**config.mk**
```make
export PLATFORM = sky130hd
export DESIGN_NAME = cpu_bus_capture
export DESIGN_NICKNAME = d
export VERILOG_FILES = /design/src/rtl/cpu_bus_capture.sv
export SDC_FILE = /design/constraint.sdc
export NUM_CORES = 1
export LEC_CHECK = 0
export CAP_MARGIN = 20
export CELL_PAD_IN_SITES_DETAIL_PLACEMENT = 1
export CELL_PAD_IN_SITES_GLOBAL_PLACEMENT = 1
export CORE_ASPECT_RATIO = 0.6
export CORE_UTILIZATION = 40
export CTS_CLUSTER_SIZE = 28
export DETAILED_ROUTE_END_ITERATION = 8
export PLACE_DENSITY_LB_ADDON = 0.08
export SYNTH_ARGS = -nofsm -noshare
export SYNTH_HDL_FRONTEND = slang
export SYNTH_SLANG_ARGS = --single-unit
```
**constraint.sdc**
```tcl
create_clock -name osc50 -period 3.9 [get_ports osc50]
set_input_delay 0.78 -clock osc50 [delete_from_list [all_inputs] [get_ports osc50]]
set_output_delay 0.78 -clock osc50 [all_outputs]
set_load 0.01 [all_outputs]
```
**src/rtl/cpu_bus_capture.sv**
```systemverilog
// CPU bus front end: synchronises the async FC CPU bus into osc50, emits one write
// strobe per qualified M2 high phase, and runs an M2 activity watchdog.
module cpu_bus_capture #(
  parameter int SYNC_STAGES = 2,
  parameter int M2_MIN_HIGH = 4,
  parameter int WDOG_CYCLES = 200,
  parameter int ALIVE_EDGES = 2
) (
  input  logic        osc50,
  input  logic        m2_rst,
  input  logic        m2,
  input  logic        romsel,
  input  logic        cpu_rw_in,
  input  logic [14:0] cpu_addr_in,
  input  logic [7:0]  cpu_data,
  output logic        wr_valid,
  output logic [14:0] wr_addr,
  output logic [7:0]  wr_data,
  output logic        wr_is_rom,
  output logic        m2_alive,
  output logic        console_rst_n
);

  localparam int WD_W = $clog2(WDOG_CYCLES + 1);
  localparam int EC_W = $clog2(ALIVE_EDGES + 1);
  localparam logic [WD_W-1:0] WD_MAX = WD_W'(WDOG_CYCLES);
  localparam logic [EC_W-1:0] EC_MAX = EC_W'(ALIVE_EDGES);
  localparam logic [7:0]      MIN_HI = 8'(M2_MIN_HIGH);

  typedef struct packed {
    logic [14:0] addr;
    logic [7:0]  data;
    logic        is_rom;
    logic        is_wr;
  } shadow_t;

  typedef enum logic [1:0] {C_IDLE, C_HIGH, C_EMIT} cap_t;
  typedef enum logic [1:0] {W_DEAD, W_ARMING, W_ALIVE} wd_t;

  // Control lines get a synchroniser; addr/data get an equal-depth delay so sample k lines up.
  logic [SYNC_STAGES-1:0]       m2_sync, romsel_sync, rw_sync;
  logic [SYNC_STAGES-1:0][14:0] addr_dly;
  logic [SYNC_STAGES-1:0][7:0]  data_dly;
  logic                         m2_q;

  always_ff @(posedge osc50 or negedge m2_rst) begin
    if (!m2_rst) begin
      m2_sync     <= '0;
      romsel_sync <= '0;
      rw_sync     <= '0;
      addr_dly    <= '0;
      data_dly    <= '0;
      m2_q        <= 1'b0;
    end else begin
      m2_sync[0]     <= m2;
      romsel_sync[0] <= romsel;
      rw_sync[0]     <= cpu_rw_in;
      addr_dly[0]    <= cpu_addr_in;
      data_dly[0]    <= cpu_data;
      for (int i = 1; i < SYNC_STAGES; i++) begin
        m2_sync[i]     <= m2_sync[i-1];
        romsel_sync[i] <= romsel_sync[i-1];
        rw_sync[i]     <= rw_sync[i-1];
        addr_dly[i]    <= addr_dly[i-1];
        data_dly[i]    <= data_dly[i-1];
      end
      m2_q <= m2_sync[SYNC_STAGES-1];
    end
  end

  logic m2_s, m2_rise, m2_edge;
  assign m2_s    = m2_sync[SYNC_STAGES-1];
  assign m2_rise = m2_s & ~m2_q;
  assign m2_edge = m2_s ^ m2_q;

  // ---------------- write capture ----------------
  cap_t    cap_state, cap_next;
  shadow_t shadow;
  logic [7:0] hi_cnt;

  always_ff @(posedge osc50 or negedge m2_rst) begin
    if (!m2_rst) cap_state <= C_IDLE;
    else         cap_state <= cap_next;
  end

  always_comb begin
    cap_next = cap_state;
    case (cap_state)
      C_IDLE:  if (m2_rise) cap_next = C_HIGH;
      C_HIGH:  if (!m2_s) cap_next = (hi_cnt >= MIN_HI && shadow.is_wr) ? C_EMIT : C_IDLE;
      C_EMIT:  cap_next = m2_s ? C_HIGH : C_IDLE;
      default: cap_next = C_IDLE;
    endcase
  end

  always_comb begin
    wr_valid = (cap_state == C_EMIT);
  end

  // Shadow tracks every high-phase sample, so the last one before M2 falls wins.
  always_ff @(posedge osc50 or negedge m2_rst) begin
    if (!m2_rst) begin
      hi_cnt    <= '0;
      shadow    <= '0;
      wr_addr   <= '0;
      wr_data   <= '0;
      wr_is_rom <= 1'b0;
    end else begin
      if (cap_state != C_HIGH && cap_next == C_HIGH)
        hi_cnt <= 8'd1;
      else if (cap_state == C_HIGH && m2_s && hi_cnt != 8'hFF)
        hi_cnt <= hi_cnt + 8'd1;
      if (m2_s && (cap_state == C_HIGH || cap_next == C_HIGH))
        shadow <= '{addr: addr_dly[SYNC_STAGES-1], data: data_dly[SYNC_STAGES-1],
                    is_rom: ~romsel_sync[SYNC_STAGES-1], is_wr: ~rw_sync[SYNC_STAGES-1]};
      if (cap_state == C_HIGH && cap_next == C_EMIT) begin
        wr_addr   <= shadow.addr;
        wr_data   <= shadow.data;
        wr_is_rom <= shadow.is_rom;
      end
    end
  end

  // ---------------- M2 watchdog ----------------
  wd_t             wd_state, wd_next;
  logic [WD_W-1:0] wdog;
  logic [EC_W-1:0] edge_cnt;
  logic            wd_expired;

  assign wd_expired = (wdog == WD_MAX);

  always_ff @(posedge osc50 or negedge m2_rst) begin
    if (!m2_rst) wd_state <= W_DEAD;
    else         wd_state <= wd_next;
  end

  always_comb begin
    wd_next = wd_state;
    case (wd_state)
      W_DEAD:   if (m2_rise) wd_next = W_ARMING;
      W_ARMING: if (edge_cnt == EC_MAX) wd_next = W_ALIVE;
                else if (wd_expired)    wd_next = W_DEAD;
      W_ALIVE:  if (wd_expired) wd_next = W_DEAD;
      default:  wd_next = W_DEAD;
    endcase
  end

  always_comb begin
    m2_alive      = (wd_state == W_ALIVE);
    console_rst_n = (wd_state == W_ALIVE);
  end

  always_ff @(posedge osc50 or negedge m2_rst) begin
    if (!m2_rst) begin
      wdog     <= '0;
      edge_cnt <= '0;
    end else begin
      if (m2_edge)          wdog <= '0;
      else if (!wd_expired) wdog <= wdog + 1'b1;
      if (wd_state == W_DEAD && m2_rise)
        edge_cnt <= EC_W'(1);
      else if (wd_state == W_ARMING && m2_rise && edge_cnt != EC_MAX)
        edge_cnt <= edge_cnt + 1'b1;
    end
  end

endmodule

```
==> results.tsv <==
metric	value	unit
outcome	complete, no violations	
synth-main-ff-cell	dfrtp_1	
regToRegSetupSlack	1670	ps
final_layout_size_suffix_gt1_share	25.00	%
io_buffers	54	
cts_resized	0	
p_sw_share	24.82	%
maxSlewViolCount	0	
relSlewSlack	54.50	%
finalHoldViolCount	0	
synth_area_leaders	dfrtp_1 70%, mux2_2 7.1%, mux2_4 6.4%	
synthArstFlopShare	100.0	%
via_count	2459	
synth_warnings	0	
dr.first_iter.drc_count	69	
final_common_cell	dfrtp_1	
ff_latch_area	3103	µm²
worst-r2r-cell-count	6	
worstMarginPinSlew	682.5	ps
peakVddDrop	0.0004981	V
nFillCells	1000	
cp-end-kind	output pin	
cts.sinks	124	
min_period_over_period	60.46	%
critical_path_class	register to output pin	
synth_largest_area_cell	dfrtp_1	
seq_area_frac_synth	70.10	%
synth-xor-area-share	1.385	%
p_comb_share	17.6	%
grt_pass1_vias	2654	
fp.coreArea	10670	µm²
crit_required	3120	ps
synth_edf_count	0	
powerDensity	728.0	nW/µm²
cp-startpoint	wd_state[0]	
place_congestion	0.7187	
critPathMaxFanout	3	
place_inst	468	
instances_no_fill	503	
p_int	3.182	mW
viasPerCell	4.889	
crit_chain	inv_1 -> nand2_1 -> inv_1 -> clkdlybuf4s50_1	
crit_top_cell	inv_1	
maxCapViolCount	0	
yosys.area_share.adder	1.696	%
start_util	41.50	%
nets	385	
synth.area.mux_share	14.47	%
yosys.area_share.simple	6.388	%
post-cts-setup-buffers	0	
synth_top_family_by_area	multiplexers	
synth.top_cell.area_share	70.10	%
path_buf_inv	3	
p_switching	1.051	mW
finalSetupTns	0	ps
worstHoldStart	addr_dly[1]	
hp-class	register to register	
crit_path_max_incr_delay	530	ps
wl_per_cell	17.32	µm
finClkSkew	9.364	ps
period_minus_slack	2358	ps
r2r-start	m2_sync[1]	
die_h	83.49	µm
rsz0062_at_grt	no	
grt_antenna_before_repair	0	
overflow	0	
ant_nets	0	
clockBufferDepth	2	
cts_hold_buf	0	
wl	8710	µm
worstPathArrival	1580	ps
track_usage	17.36	%
critPathLaunchType	register	
synth_area	4427	µm²
clock.fmax	424.1	MHz
ys_types	39	
cts_root_buffer	clkbuf_16	
syn_area_per_cell	15.87	µm²
grt_pass1_wl	14450	µm
drc_errors	0	
syn_inst	279	
mostFrequentLayoutCells	124 x dfrtp_1, 53 x clkdlybuf4s50_1, 28 x mux2_2	
clkPwrFrac	41.8	%
syn_nets	313	
clk_latency	410	ps
crit_cells	4	
multi_input_area	1221	µm²
hold_depth	0	
rows	29	
synth.ff_latch_count	124	
cts_tree	done	
drt_first_pass_iters	4	
cp_slowest_cell	clkdlybuf4s50_1	
critPathTopFamily	buffers and inverters	
cellLeakagePower	2.596	nW
insertedDiodeCount	0	
p_seq_share	40.6	%
die_w	137.8	µm
area_delta_synth_final	31.35	%
dieArea	11510	µm²
grt_max_degree	52	
finalSetupViolations	0	
hpwl	5320	µm
cts.htree.levels	4	
synth_compound_area_share	3.646	%
io-pin-count	55	
clk_pin_slew	60	ps
numCtsBuffers	17	
==> area by class of cell <==
type | instances | area share (%)
multi-input combinational | 135 | 21.00
tap | 139 | 2.991
clock buffer | 19 | 7.790
sequential | 124 | 53.37
timing repair buffer | 61 | 10.39
clock inverter | 13 | 3.680
inverter | 12 | 0.7747
==> registers in the layout (all words and copies together) (netlist names) <==
| register | count |
|---|---|
| addr_dly | 30 |
| cap_state | 2 |
| data_dly | 16 |
| edge_cnt | 2 |
| hi_cnt | 8 |
| m2_q | 1 |
| m2_sync | 2 |
| romsel_sync | 2 |
| rw_sync | 2 |
| shadow | 25 |
| wd_state | 2 |
| wdog | 8 |
| wr_addr | 15 |
| wr_data | 8 |
| wr_is_rom | 1 |
==> synthesized netlist by cell type, types with 4 or more instances <==
cell	count
mux2_4	19
nand2b_1	6
ha_1	6
mux2i_1	4
dfrtp_1	124
nand3_1	8
mux2_2	28
nand2_1	11
inv_1	12
buf_2	4
xnor2_1	6
and2_1	6
==> power by group through the flow <==
stage                     Sequential (mW)  Clock [mW]  Combinational (mW)
final                                1.72        1.77               0.747
after CTS                            1.72        1.81               0.760
after global routing                 1.76        1.86               0.822
after detailed placement             1.74           0               0.748
after floorplan                      1.73           0               0.390
after global placement               1.73           0               0.724
==> metal layers <==
layer / up-vias / GRT usage (%) / routed length [µm]
met5: - / 0 / 0
met4: 0 / 8.103 / 149
met3: 14 / 5.889 / 401
met2: 54 / 23.85 / 3866
met1: 1271 / 24.62 / 4292
li1: 1120 / - / -
==> worst paths after layout <==
path,endpoint
max,m2_alive
min,addr_dly[16]
max reg2reg,shadow[22]
min reg2reg,addr_dly[16]
max in group asynchronous,shadow[12]
min in group asynchronous,edge_cnt[0]
==> metrics by stage <==
stage	power (mW)	setup slack (ps)	hold slack [ps]	cell area (µm²)	utilization, %
floorplan	2.120	2103	331.2	4427	-
global placement	2.450	1361	331.3	5124	48.03
detailed placement	2.487	1290	335.8	5124	48.03
CTS	4.297	1293	344.1	5791	54.28
global route	4.434	1421	349.9	5814	54.50
finish	4.233	1542	341.1	5814	54.50
==> cells by family (layout without fill, tap and decap cells) <==
logic type,count (synthesis),in the layout
xor+xnor,7,7
compound gates,23,23
mux,51,51
simple gates,48,48
buf+inv,20,105
fa+ha+maj,6,6
flops,124,124
Note: power is estimated with default switching activity, not from simulation.
